<file path="config.mk">
export PLATFORM = sky130hd
export DESIGN_NAME = tile_local_mux_flat
export DESIGN_NICKNAME = d
export VERILOG_FILES = /design/src/rtl/tile_local_mux_pkg.sv /design/src/rtl/tile_local_mux_if.sv /design/src/rtl/tile_local_mux_rr_arbiter.sv /design/src/rtl/tile_local_mux.sv /design/src/flat_wrapper.sv
export SDC_FILE = /design/constraint.sdc
export NUM_CORES = 1
export LEC_CHECK = 0
export BUFFER_PORTS_ARGS = -buffer_cell sky130_fd_sc_hd__buf_4
export CAP_MARGIN = 15
export CORE_AREA = 3 3 164 166
export DETAILED_ROUTE_END_ITERATION = 8
export DIE_AREA = 0 0 167 169
export PLACE_DENSITY = 0.54
export SYNTH_ARGS = -nofsm -noshare
export SYNTH_HDL_FRONTEND = slang
export SYNTH_SLANG_ARGS = --single-unit
</file>
<file path="constraint.sdc">
create_clock -name clk_line -period 7.5 [get_ports clk_line]
set_clock_uncertainty 0.05 [all_clocks]
set_input_delay 0.375 -clock clk_line [delete_from_list [all_inputs] [get_ports clk_line]]
set_output_delay 0.375 -clock clk_line [all_outputs]
set_load 0.05 [all_outputs]
</file>
<file path="src/rtl/tile_local_mux_pkg.sv">
// Shared definitions for the tile local-port multiplexer.
//   CNT_W        : width of the statistics counters
//   egr_state_t  : egress (accelerators -> switch) arbitration states
//   ing_state_t  : ingress (switch -> accelerators) routing states
//   sat_inc()    : saturating increment used by both counters
package tile_local_mux_pkg;

    localparam int CNT_W = 16;

    typedef enum logic {
        E_IDLE,
        E_LOCK
    } egr_state_t;

    typedef enum logic [1:0] {
        I_HEAD,
        I_ROUTE,
        I_DROP
    } ing_state_t;

    // Counters stick at all-ones instead of wrapping back to zero.
    function automatic logic [CNT_W-1:0] sat_inc(input logic [CNT_W-1:0] v);
        return (v == {CNT_W{1'b1}}) ? v : v + CNT_W'(1);
    endfunction

endpackage

</file>
<file path="src/rtl/tile_local_mux_if.sv">
// Stream bundle between the accelerator channels and the switch local port.
//   acc_in_*    : NCH egress sources (accelerators -> mux)
//   local_in_*  : single egress stream (mux -> switch local-in)
//   local_out_* : single ingress stream (switch local-out -> mux)
//   acc_out_*   : NCH ingress sinks (mux -> accelerators), data broadcast
// Modports:
//   slave  : the mux itself
//   master : the surrounding environment (switch + accelerators)
interface tile_local_mux_if #(
    parameter int BW  = 32,
    parameter int BWB = BW / 8,
    parameter int NCH = 4
);
    logic [NCH-1:0]     acc_in_TVALID;
    logic [NCH-1:0]     acc_in_TLAST;
    logic [NCH*BW-1:0]  acc_in_TDATA;
    logic [NCH*BWB-1:0] acc_in_TKEEP;
    logic [NCH-1:0]     acc_in_TREADY;

    logic               local_in_TVALID;
    logic [BW-1:0]      local_in_TDATA;
    logic [BWB-1:0]     local_in_TKEEP;
    logic               local_in_TLAST;
    logic               local_in_TREADY;

    logic               local_out_TVALID;
    logic [BW-1:0]      local_out_TDATA;
    logic [BWB-1:0]     local_out_TKEEP;
    logic               local_out_TLAST;
    logic               local_out_TREADY;

    logic [NCH-1:0]     acc_out_TVALID;
    logic [NCH-1:0]     acc_out_TLAST;
    logic [NCH*BW-1:0]  acc_out_TDATA;
    logic [NCH*BWB-1:0] acc_out_TKEEP;
    logic [NCH-1:0]     acc_out_TREADY;

    modport slave (
        input  acc_in_TVALID, acc_in_TLAST, acc_in_TDATA, acc_in_TKEEP,
        output acc_in_TREADY,
        output local_in_TVALID, local_in_TDATA, local_in_TKEEP, local_in_TLAST,
        input  local_in_TREADY,
        input  local_out_TVALID, local_out_TDATA, local_out_TKEEP, local_out_TLAST,
        output local_out_TREADY,
        output acc_out_TVALID, acc_out_TLAST, acc_out_TDATA, acc_out_TKEEP,
        input  acc_out_TREADY
    );

    modport master (
        output acc_in_TVALID, acc_in_TLAST, acc_in_TDATA, acc_in_TKEEP,
        input  acc_in_TREADY,
        input  local_in_TVALID, local_in_TDATA, local_in_TKEEP, local_in_TLAST,
        output local_in_TREADY,
        output local_out_TVALID, local_out_TDATA, local_out_TKEEP, local_out_TLAST,
        input  local_out_TREADY,
        input  acc_out_TVALID, acc_out_TLAST, acc_out_TDATA, acc_out_TKEEP,
        output acc_out_TREADY
    );

endinterface

</file>
<file path="src/rtl/tile_local_mux_rr_arbiter.sv">
// Combinational round-robin search.
//   req         in  NCH  request vector
//   rr_ptr      in  IW   first channel to consider
//   grant_oh    out NCH  one-hot grant
//   grant_idx   out IW   index of the granted channel
//   grant_valid out 1    some request was found
// The first request at or after rr_ptr wins, wrapping NCH-1 -> 0.
module rr_arbiter #(
    parameter int NCH = 4,
    parameter int IW  = (NCH > 1) ? $clog2(NCH) : 1
) (
    input  logic [NCH-1:0] req,
    input  logic [IW-1:0]  rr_ptr,
    output logic [NCH-1:0] grant_oh,
    output logic [IW-1:0]  grant_idx,
    output logic           grant_valid
);

    always_comb begin
        int idx;
        idx         = 0;
        grant_oh    = '0;
        grant_idx   = '0;
        grant_valid = 1'b0;
        // Walk from the farthest offset back to rr_ptr so the nearest
        // request is the last one written and therefore wins.
        for (int off = NCH - 1; off >= 0; off--) begin
            idx = int'(rr_ptr) + off;
            if (idx >= NCH) begin
                idx = idx - NCH;
            end
            if (req[IW'(idx)]) begin
                grant_valid = 1'b1;
                grant_idx   = IW'(idx);
            end
        end
        if (grant_valid) begin
            grant_oh[grant_idx] = 1'b1;
        end
    end

endmodule

</file>
<file path="src/rtl/tile_local_mux.sv">
// Tile local-port multiplexer between NCH accelerator channels and one
// switch local port. No data is registered; only control state is.
//   clk_line          in   line clock
//   clk_line_rst_low  in   asynchronous active-low reset
//   bus               slave stream bundle (see tile_local_mux_if)
//   drop_cnt          out  ingress packets discarded for a bad channel
//   egr_pkt_cnt       out  egress packets forwarded to the switch
// Egress: round-robin packet arbitration, grant locked until TLAST.
// Ingress: channel decoded from the header beat, latched for the body;
// out-of-range channels are swallowed and counted.
module tile_local_mux
    import tile_local_mux_pkg::*;
#(
    parameter int BW     = 32,
    parameter int BWB    = BW / 8,
    parameter int NCH    = 4,
    parameter int CH_LSB = 24
) (
    input  logic             clk_line,
    input  logic             clk_line_rst_low,
    tile_local_mux_if.slave  bus,
    output logic [CNT_W-1:0] drop_cnt,
    output logic [CNT_W-1:0] egr_pkt_cnt
);

    localparam int IW = (NCH > 1) ? $clog2(NCH) : 1;
    // One guard bit above the channel index so that codes >= NCH
    // (e.g. 4..7 for NCH=4) are seen and dropped instead of aliasing.
    localparam int FW = IW + 1;

    // ------------------------------------------------------------ egress
    egr_state_t       e_state_reg, e_state_next;
    logic [IW-1:0]    grant_reg, grant_next;
    logic [IW-1:0]    rr_ptr_reg, rr_ptr_next;
    logic [CNT_W-1:0] egr_cnt_reg, egr_cnt_next;

    logic [NCH-1:0]   arb_oh;
    logic [IW-1:0]    arb_idx;
    logic             arb_valid;
    logic [NCH-1:0]   lock_oh;
    logic [NCH-1:0]   sel_oh;
    logic [IW-1:0]    sel;
    logic             sel_valid;
    logic             e_accept;

    rr_arbiter #(
        .NCH (NCH),
        .IW  (IW)
    ) u_rr_arbiter (
        .req         (bus.acc_in_TVALID),
        .rr_ptr      (rr_ptr_reg),
        .grant_oh    (arb_oh),
        .grant_idx   (arb_idx),
        .grant_valid (arb_valid)
    );

    for (genvar gi = 0; gi < NCH; gi++) begin : g_lock_oh
        assign lock_oh[gi] = (grant_reg == IW'(gi));
    end

    // While locked the held grant is used even if its source idles,
    // so a TVALID gap never hands the port to another channel.
    always_comb begin
        sel       = arb_idx;
        sel_valid = arb_valid;
        sel_oh    = arb_oh;
        if (e_state_reg == E_LOCK) begin
            sel       = grant_reg;
            sel_valid = 1'b1;
            sel_oh    = lock_oh;
        end
    end

    assign bus.local_in_TVALID = clk_line_rst_low & sel_valid & bus.acc_in_TVALID[sel];
    assign bus.local_in_TDATA  = bus.acc_in_TDATA[int'(sel)*BW +: BW];
    assign bus.local_in_TKEEP  = bus.acc_in_TKEEP[int'(sel)*BWB +: BWB];
    assign bus.local_in_TLAST  = bus.acc_in_TLAST[sel];
    assign bus.acc_in_TREADY   = sel_oh & {NCH{clk_line_rst_low & bus.local_in_TREADY}};

    assign e_accept = bus.local_in_TVALID & bus.local_in_TREADY;

    always_comb begin
        e_state_next = e_state_reg;
        grant_next   = grant_reg;
        rr_ptr_next  = rr_ptr_reg;
        egr_cnt_next = egr_cnt_reg;
        if (e_accept) begin
            if (bus.local_in_TLAST) begin
                e_state_next = E_IDLE;
                rr_ptr_next  = (int'(sel) == NCH - 1) ? '0 : sel + IW'(1);
                egr_cnt_next = sat_inc(egr_cnt_reg);
            end else begin
                e_state_next = E_LOCK;
                grant_next   = sel;
            end
        end
    end

    always_ff @(posedge clk_line or negedge clk_line_rst_low) begin
        if (!clk_line_rst_low) begin
            e_state_reg <= E_IDLE;
            grant_reg   <= '0;
            rr_ptr_reg  <= '0;
            egr_cnt_reg <= '0;
        end else begin
            e_state_reg <= e_state_next;
            grant_reg   <= grant_next;
            rr_ptr_reg  <= rr_ptr_next;
            egr_cnt_reg <= egr_cnt_next;
        end
    end

    assign egr_pkt_cnt = egr_cnt_reg;

    // ----------------------------------------------------------- ingress
    ing_state_t       i_state_reg, i_state_next;
    logic [IW-1:0]    ch_reg, ch_next;
    logic [CNT_W-1:0] drop_cnt_reg, drop_cnt_next;

    logic [FW-1:0]    hdr_field;
    logic             hdr_ok;
    logic [IW-1:0]    route_ch;
    logic             route_en;
    logic             drop_mode;
    logic             i_accept;

    assign hdr_field = bus.local_out_TDATA[CH_LSB +: FW];
    assign hdr_ok    = (int'(hdr_field) < NCH);

    // In I_HEAD the channel comes straight from the beat, so the header
    // reaches its accelerator in the same cycle it appears.
    always_comb begin
        route_ch  = ch_reg;
        route_en  = 1'b0;
        drop_mode = 1'b0;
        case (i_state_reg)
            I_HEAD: begin
                if (hdr_ok) begin
                    route_ch = hdr_field[IW-1:0];
                    route_en = 1'b1;
                end else begin
                    drop_mode = 1'b1;
                end
            end
            I_ROUTE: route_en  = 1'b1;
            I_DROP:  drop_mode = 1'b1;
            default: drop_mode = 1'b0;
        endcase
    end

    assign bus.local_out_TREADY = clk_line_rst_low &
        (drop_mode | (route_en & bus.acc_out_TREADY[route_ch]));

    for (genvar gi = 0; gi < NCH; gi++) begin : g_acc_out
        assign bus.acc_out_TVALID[gi] = clk_line_rst_low & route_en &
            (route_ch == IW'(gi)) & bus.local_out_TVALID;
    end

    assign bus.acc_out_TDATA = {NCH{bus.local_out_TDATA}};
    assign bus.acc_out_TKEEP = {NCH{bus.local_out_TKEEP}};
    assign bus.acc_out_TLAST = {NCH{bus.local_out_TLAST}};

    assign i_accept = bus.local_out_TVALID & bus.local_out_TREADY;

    always_comb begin
        i_state_next  = i_state_reg;
        ch_next       = ch_reg;
        drop_cnt_next = drop_cnt_reg;
        if (i_accept) begin
            case (i_state_reg)
                I_HEAD: begin
                    if (!bus.local_out_TLAST) begin
                        i_state_next = hdr_ok ? I_ROUTE : I_DROP;
                        ch_next      = hdr_field[IW-1:0];
                    end else if (!hdr_ok) begin
                        drop_cnt_next = sat_inc(drop_cnt_reg);
                    end
                end
                I_ROUTE: begin
                    if (bus.local_out_TLAST) begin
                        i_state_next = I_HEAD;
                    end
                end
                I_DROP: begin
                    if (bus.local_out_TLAST) begin
                        i_state_next  = I_HEAD;
                        drop_cnt_next = sat_inc(drop_cnt_reg);
                    end
                end
                default: i_state_next = I_HEAD;
            endcase
        end
    end

    always_ff @(posedge clk_line or negedge clk_line_rst_low) begin
        if (!clk_line_rst_low) begin
            i_state_reg  <= I_HEAD;
            ch_reg       <= '0;
            drop_cnt_reg <= '0;
        end else begin
            i_state_reg  <= i_state_next;
            ch_reg       <= ch_next;
            drop_cnt_reg <= drop_cnt_next;
        end
    end

    assign drop_cnt = drop_cnt_reg;

endmodule
</file>
<file path="src/flat_wrapper.sv">
// flat-port wrapper written by rule: the top's interface ports become plain ports
module tile_local_mux_flat import tile_local_mux_pkg::*;
#(
    parameter int BW     = 32,
    parameter int BWB    = BW / 8,
    parameter int NCH    = 4,
    parameter int CH_LSB = 24
)
  (clk_line, clk_line_rst_low, drop_cnt, egr_pkt_cnt, bus_acc_in_TVALID, bus_acc_in_TLAST, bus_acc_in_TDATA, bus_acc_in_TKEEP, bus_acc_in_TREADY, bus_local_in_TVALID, bus_local_in_TDATA, bus_local_in_TKEEP, bus_local_in_TLAST, bus_local_in_TREADY, bus_local_out_TVALID, bus_local_out_TDATA, bus_local_out_TKEEP, bus_local_out_TLAST, bus_local_out_TREADY, bus_acc_out_TVALID, bus_acc_out_TLAST, bus_acc_out_TDATA, bus_acc_out_TKEEP, bus_acc_out_TREADY);
  tile_local_mux_if #(.BW(BW), .BWB(BWB), .NCH(NCH)) bus_i ();
  input  logic clk_line;
  input  logic clk_line_rst_low;
  output logic [CNT_W-1:0] drop_cnt;
  output logic [CNT_W-1:0] egr_pkt_cnt;
  input wire logic [$bits(bus_i.acc_in_TVALID)-1:0] bus_acc_in_TVALID;
  input wire logic [$bits(bus_i.acc_in_TLAST)-1:0] bus_acc_in_TLAST;
  input wire logic [$bits(bus_i.acc_in_TDATA)-1:0] bus_acc_in_TDATA;
  input wire logic [$bits(bus_i.acc_in_TKEEP)-1:0] bus_acc_in_TKEEP;
  output wire logic [$bits(bus_i.acc_in_TREADY)-1:0] bus_acc_in_TREADY;
  output wire logic [$bits(bus_i.local_in_TVALID)-1:0] bus_local_in_TVALID;
  output wire logic [$bits(bus_i.local_in_TDATA)-1:0] bus_local_in_TDATA;
  output wire logic [$bits(bus_i.local_in_TKEEP)-1:0] bus_local_in_TKEEP;
  output wire logic [$bits(bus_i.local_in_TLAST)-1:0] bus_local_in_TLAST;
  input wire logic [$bits(bus_i.local_in_TREADY)-1:0] bus_local_in_TREADY;
  input wire logic [$bits(bus_i.local_out_TVALID)-1:0] bus_local_out_TVALID;
  input wire logic [$bits(bus_i.local_out_TDATA)-1:0] bus_local_out_TDATA;
  input wire logic [$bits(bus_i.local_out_TKEEP)-1:0] bus_local_out_TKEEP;
  input wire logic [$bits(bus_i.local_out_TLAST)-1:0] bus_local_out_TLAST;
  output wire logic [$bits(bus_i.local_out_TREADY)-1:0] bus_local_out_TREADY;
  output wire logic [$bits(bus_i.acc_out_TVALID)-1:0] bus_acc_out_TVALID;
  output wire logic [$bits(bus_i.acc_out_TLAST)-1:0] bus_acc_out_TLAST;
  output wire logic [$bits(bus_i.acc_out_TDATA)-1:0] bus_acc_out_TDATA;
  output wire logic [$bits(bus_i.acc_out_TKEEP)-1:0] bus_acc_out_TKEEP;
  input wire logic [$bits(bus_i.acc_out_TREADY)-1:0] bus_acc_out_TREADY;
  assign bus_i.acc_in_TVALID = bus_acc_in_TVALID;
  assign bus_i.acc_in_TLAST = bus_acc_in_TLAST;
  assign bus_i.acc_in_TDATA = bus_acc_in_TDATA;
  assign bus_i.acc_in_TKEEP = bus_acc_in_TKEEP;
  assign bus_acc_in_TREADY = bus_i.acc_in_TREADY;
  assign bus_local_in_TVALID = bus_i.local_in_TVALID;
  assign bus_local_in_TDATA = bus_i.local_in_TDATA;
  assign bus_local_in_TKEEP = bus_i.local_in_TKEEP;
  assign bus_local_in_TLAST = bus_i.local_in_TLAST;
  assign bus_i.local_in_TREADY = bus_local_in_TREADY;
  assign bus_i.local_out_TVALID = bus_local_out_TVALID;
  assign bus_i.local_out_TDATA = bus_local_out_TDATA;
  assign bus_i.local_out_TKEEP = bus_local_out_TKEEP;
  assign bus_i.local_out_TLAST = bus_local_out_TLAST;
  assign bus_local_out_TREADY = bus_i.local_out_TREADY;
  assign bus_acc_out_TVALID = bus_i.acc_out_TVALID;
  assign bus_acc_out_TLAST = bus_i.acc_out_TLAST;
  assign bus_acc_out_TDATA = bus_i.acc_out_TDATA;
  assign bus_acc_out_TKEEP = bus_i.acc_out_TKEEP;
  assign bus_i.acc_out_TREADY = bus_acc_out_TREADY;
  tile_local_mux #(.BW(BW), .BWB(BWB), .NCH(NCH), .CH_LSB(CH_LSB)) u_core (.clk_line(clk_line), .clk_line_rst_low(clk_line_rst_low), .bus(bus_i), .drop_cnt(drop_cnt), .egr_pkt_cnt(egr_pkt_cnt));
endmodule
</file>
======== Yosys cells after proc, flatten, opt, wreduce, memory -nomap -nowiden ========
Index checks and enable logic that the tools add are counted.
word-level totals
  output and inout port bits .............. 227
  flip-flop bits (word level) ............. 41
  input bits .............................. 197
operators by class
  add/subtract/negate cells ............... 10
  multiplexer cells ....................... 53
  reduce and logical (&&, ||, !) cells .... 12
  bitwise gates (word level) .............. 21
  $lt $le $gt $ge ......................... 13
  shifts and indexed selects .............. 2
  equal/unequal tests ..................... 16
operators by type and width
  cell                                                        count
  variable part select 128 x 8 -> 32 bit                      1
  two-way mux 16 bit                                          4
  adder 16 x 1 -> 16 bit, second input constant               2
  equality test 16 bit, second input constant                 2
  case mux 16 bit (2 select lines)                            1
  two-way mux 2 bit                                           15
  two-way mux 1 bit                                           20
  AND 1 bit                                                   16
  less-than comparator 2 x 4 -> 1 bit, second input constant  4
  variable part select 16 x 5 -> 4 bit                        1
  binary-select mux 1 bit (select 2 bit)                      7
  equality test 2 bit, second input constant                  5
  >= comparator 3 bit, second input constant                  3
  less-than comparator 2 x 3 -> 1 bit, second input constant  3
  AND reduction 3 bit                                         3
  equality test 2 x 1 -> 1 bit, second input constant         4
  two-way mux 4 bit                                           2
  != test 2 bit, second input constant                        4
  subtractor 2 x 1 -> 2 bit, second input constant            4
  adder 2 x 2 -> 3 bit, second input constant                 2
  logical NOT 2 bit                                           3
  AND reduction 5 bit                                         1
  AND 4 bit                                                   1
  case mux 1 bit (2 select lines)                             2
  14 further kinds                                            17

======== Logic depth before layout (Yosys ltp) ========
  word-level depth ........................ 17
  depth in mapped cells ................... 10
  depth with buffers taken out ............ 9

======== Hierarchy ========
From an unflattened synthesis, not the netlist that was laid out.
unflattened totals
  cells, all modules ...................... 457
  area total of the unflattened synthesis .. 4,513.1 sq um
by module, submodules not included
  module          cells each  times used  area each (sq um)  sequential area each (sq um)
  tile_local_mux  424         1           4,301.6            1,026.0
  rr_arbiter      33          1           211.5              0.0

======== Worst setup path after synthesis ========
No wires, ideal clock.
  path kind ............................... input -> output
  start point ............................. input bus_acc_in_TVALID[0]
  end point ............................... output bus_local_in_TDATA[0]
  stages .................................. 9
  required time ........................... 7.075 ns
  arrival time ............................ 2.718 ns
  path slack .............................. 4.357 ns
  cell sequence ........................... buf_2 -> nor2b_1 -> nand2b_1 -> o22ai_1 -> clkbuf_1 -> buf_2 -> clkbuf_1 -> nand2_1 -> a31oi_1
between the ends
  cells in the longest elaborated chain, start to end .. 9
  elaborated cells on any way between the ends .. 18
  classes of those cells .................. shift (1); mux (17)
RTL lines
  item                                                   RTL line                         text
  start, declared                                        flat_wrapper.sv:15               input wire logic [$bits(bus_i.acc_in_TVALID)-1:0] bus_acc_in_TVALID;
  binary-select mux 1 bit (select 2 bit)                 tile_local_mux_rr_arbiter.sv:32  if (req[IW'(idx)]) begin
  two-way mux 1 bit (not written as such) (2 in series)  tile_local_mux_rr_arbiter.sv:32
  two-way mux 2 bit (3 in series)                        tile_local_mux_rr_arbiter.sv:32
  two-way mux 2 bit *                                    tile_local_mux_rr_arbiter.sv:32
  two-way mux 2 bit *                                    tile_local_mux.sv:67             if (e_state_reg == E_LOCK) begin
  variable part select 128 x 8 -> 32 bit *               tile_local_mux.sv:75             assign bus.local_in_TDATA = bus.acc_in_TDATA[int'(sel)*BW +: BW];
  end, declared                                          flat_wrapper.sv:21               output wire logic [$bits(bus_i.local_in_TDATA)-1:0] bus_local_in_TDATA;
Mark *: on every way between the ends. The rest lies on a longest branch, timed or not. The select of a mux whose other input is x is not followed.

======== Worst setup path in the final report ========
  start point ............................. register u_core.e_state_reg
  end point ............................... output bus_local_in_TDATA[6]
between the ends
  cells in the longest elaborated chain, start to end .. 2
RTL lines
  item                                    RTL line               text
  start, declared                         tile_local_mux.sv:32   egr_state_t e_state_reg, e_state_next;
  start signal, assigned                  tile_local_mux.sv:106  e_state_reg <= e_state_next;
  two-way mux 2 bit                       tile_local_mux.sv:67
  variable part select 128 x 8 -> 32 bit  tile_local_mux.sv:75
Every way passes these cells.

==> impl_metrics.tcl <==
set metrics [dict create \
    p_r_area_growth_vs_syn_pct 27.8 \
    p_leak_uw 0.00283 \
    report.final.slew_viol_count 0 \
    cp_max_fo 53 \
    startpoint_type "register" \
    cts_tree "built" \
    post_cts_setup_inserts 0 \
    max-cap-violations 0 \
    routedWlPerCell_um 16.5 \
    asyncSetResetFlopFracSynth_pct 100 \
    cts_hold_buffers 0 \
    die_h_um 169 \
    cts-buffers-inserted 5 \
    synth_mux_area_share_pct 3.69 \
    setup.worst_path.end_class "primary output" \
    finalWeightedCongestion 0.762 \
    dominantRegCellSynth "sky130_fd_sc_hd__dfrtp_1" \
    clkLatencyLatePin_ns 0.28 \
    detailed_place_hpwl_um 14100 \
    finalHoldViolations 0 \
    number_of_buffers_between_clock_root_and_the_deepest_sink 2 \
    worst-setup-path-type "register to primary output" \
    global_route.overflow_total 0 \
    pin_count_of_the_biggest_net_entering_global_routing 76 \
    clock-root-buffer "sky130_fd_sc_hd__clkbuf_16" \
    start_util_pct 18.3 \
    post_synth.cell_area_avg_um2 7.85 \
    preCtsSetupSlack_ns 3.65 \
    cts_repair_resize_count 0 \
    sequential_cell_area_mm2 0.00103 \
    antenna_found_initial 0 \
    sequential_to_total_area_share_from_yosys_stat_pct 21.8 \
    status "complete, no violations" \
    postLayoutSetupSlackWorst_ns 3.56 \
    dr_total_vias 4310 \
    yosysWarnings 0 \
    syn-cell-area_mm2 0.00471 \
    timing.critical_path.required_ns 7.07 \
    final_core_utilization_pct 23.4 \
    arrival_ns 3.52 \
    path_clk_slew_ns 0.06 \
    fp.dieW_um 167 \
    yosysUniqueCellTypes 53 \
    setup_violations 0 \
    timing.max_slew.rel_slack_pct 53.7 \
    grt_pass1_wl_um 24600 \
    synth_xor_area_share_pct 5.77 \
    largest_family_of_logic_cells_by_synthesized_area "buffers and inverters" \
    floorplan_die_area_mm2 0.0282 \
    drcViolationCount 0 \
    synth.top_cells.by_count "sky130_fd_sc_hd__buf_4, sky130_fd_sc_hd__nand2_1, sky130_fd_sc_hd__a31oi_1, sky130_fd_sc_hd__dfrtp_1, sky130_fd_sc_hd__a211oi_1" \
    ys_ff_latch 41 \
    htree_levels 2 \
    drt_first_pass_iters 4 \
    placementRows 59 \
    timing.fmax_ghz 0.254 \
    dr.first_iter.drc_count 331 \
    mapped_cells 600 \
    io_pins 424 \
    drt_wl_total_um 16900 \
    layout-drive-gt1-share_pct 43.7 \
    clock_sink_count 41 \
    ys_top_cells_by_area "sky130_fd_sc_hd__buf_4, sky130_fd_sc_hd__dfrtp_1, sky130_fd_sc_hd__nand2_1" \
    tightest_slew_ns 0.695 \
    drt.antenna.violating_nets 0 \
    multi_input_area_mm2 0.00239 \
    synth-edff-count 0 \
    grt_setup_unrepaired "false" \
    setup-tns-final_ns 0 \
    yosys.area.top_type_share_pct 24.1 \
    core_mm2 0.0258 \
    globalRouteTotalUtil_pct 11.0 \
    syn_nets 802 \
    drt-vias-per-instance 4.22 \
    nets 887 \
    port-buffer-count 258 \
    diode_insertion_count_for_antenna_repair 0 \
    simple_gate_portion_of_the_synthesized_area_pct 23.6 \
    fill_cells 2858 \
    vias_in_the_first_global_route 4201 \
    post-route-min-period_ns 3.94 \
    synthMostInstantiatedCell "sky130_fd_sc_hd__buf_4" \
    synth-compound-area-share_pct 16.0 \
    ir_drop_mv 0.292 \
    power_per_cell_area_mw_per_mm2 500 \
    adder_cell_fraction_of_synth_area_pct 1.33 \
    post-route-period-util_pct 52.5 \
    synth.largest_area_cell "sky130_fd_sc_hd__buf_4" \
    worst_hold_path_type "input port to async pin" \
]
path summary, 6_finish.rpt:
| kind | start | endpoint | slack (ns) | cells past startpoint |
|---|---|---|---|---|
| max | u_core.e_state_reg$_DFFE_PN0P_ | bus_local_in_TDATA[6] | 3.56 | 7 |
| min | clk_line_rst_low | u_core.drop_cnt[10]$_DFFE_PN0P_ | 0.05 | 1 |
| max reg2reg | u_core.e_state_reg$_DFFE_PN0P_ | u_core.egr_pkt_cnt[1]$_DFFE_PN0P_ | 4.50 | 7 |
| min reg2reg | u_core.drop_cnt[8]$_DFFE_PN0P_ | u_core.drop_cnt[8]$_DFFE_PN0P_ | 0.44 | 1 |
| max in group asynchronous | clk_line_rst_low | u_core.egr_pkt_cnt[5]$_DFFE_PN0P_ | 6.94 | 1 |
| min in group clk_line | bus_local_out_TDATA[25] | u_core.ch_reg[1]$_DFFE_PN0P_ | 0.34 | 2 |
layer usage:
layer	wire (µm)	GRT usage, %	part of all wire (%)
met1	6860	14.0	41
met2	7820	17.5	46
met3	1810	4.34	11
met4	375	2.87	2.2
met5	0	0	0
kinds of logic after synthesis:
family          count (synthesis)
compound gates                105
xor+xnor                       31
fa+ha+maj                       5
buf+inv                       192
flops                          41
mux                            15
simple gates                  211
where the power goes:
part / switching (µW) / internal, µW
clock network: 90.1 / 190
logic: 1690 / 721
registers: 54.6 / 265
cells in the final DEF, fill, tap and decap left out, types with 2 or more instances in the layout:
master / instances
sky130_fd_sc_hd__nand3_1: 8
sky130_fd_sc_hd__mux2_2: 6
sky130_fd_sc_hd__nor2b_1: 4
sky130_fd_sc_hd__a211oi_1: 37
sky130_fd_sc_hd__o22ai_1: 3
sky130_fd_sc_hd__and4_1: 3
sky130_fd_sc_hd__or2_2: 3
sky130_fd_sc_hd__nand4_1: 6
sky130_fd_sc_hd__mux2_4: 3
sky130_fd_sc_hd__xor2_1: 17
sky130_fd_sc_hd__buf_4: 261
sky130_fd_sc_hd__a31oi_1: 41
sky130_fd_sc_hd__nor3_2: 9
sky130_fd_sc_hd__clkbuf_16: 5
sky130_fd_sc_hd__a21oi_1: 5
sky130_fd_sc_hd__and3_1: 9
sky130_fd_sc_hd__and2_1: 35
sky130_fd_sc_hd__ha_1: 5
sky130_fd_sc_hd__dfrtp_1: 41
sky130_fd_sc_hd__a32o_1: 2
sky130_fd_sc_hd__nand2b_1: 5
sky130_fd_sc_hd__nor3_1: 3
sky130_fd_sc_hd__o21ai_0: 4
sky130_fd_sc_hd__nor4_1: 6
sky130_fd_sc_hd__nand2_1: 91
sky130_fd_sc_hd__inv_1: 9
sky130_fd_sc_hd__bufinv_16: 2
sky130_fd_sc_hd__mux2i_1: 5
sky130_fd_sc_hd__xnor2_1: 14
sky130_fd_sc_hd__nor2_1: 17
sky130_fd_sc_hd__and2_0: 4
per-stage QoR:
stage	total power, µW	cell area [µm²]	instances	hold slack, ns
4_1_cts	3070	6020	1021	0.0726
3_3_place_gp	2770	5830	1013	0.378
5_1_grt	3210	6020	1021	0.0972
6_report	3010	6020	1021	0.0478
3_5_place_dp	2780	5830	1013	0.381
2_1_floorplan	2230	4710	600	0.0294
area by class of cell:
type	count	area share, %
clock buffer	5	2.08
clock inverter	3	1.08
inverter	9	0.561
multi-input combinational	367	39.7
sequential	41	17.0
tap	335	6.96
timing repair buffer	261	32.6
worst max-delay path, cell delays in order, from the launching register on:
cell and delay (ns):
sky130_fd_sc_hd__dfrtp_1 0.42, sky130_fd_sc_hd__or2_1 0.26, sky130_fd_sc_hd__o22ai_1 0.35, sky130_fd_sc_hd__o22a_2 0.64, sky130_fd_sc_hd__buf_4 0.55, sky130_fd_sc_hd__a211oi_1 0.15, sky130_fd_sc_hd__a31oi_1 0.50, sky130_fd_sc_hd__buf_4 0.32
Power figures use the tool's default switching activity.
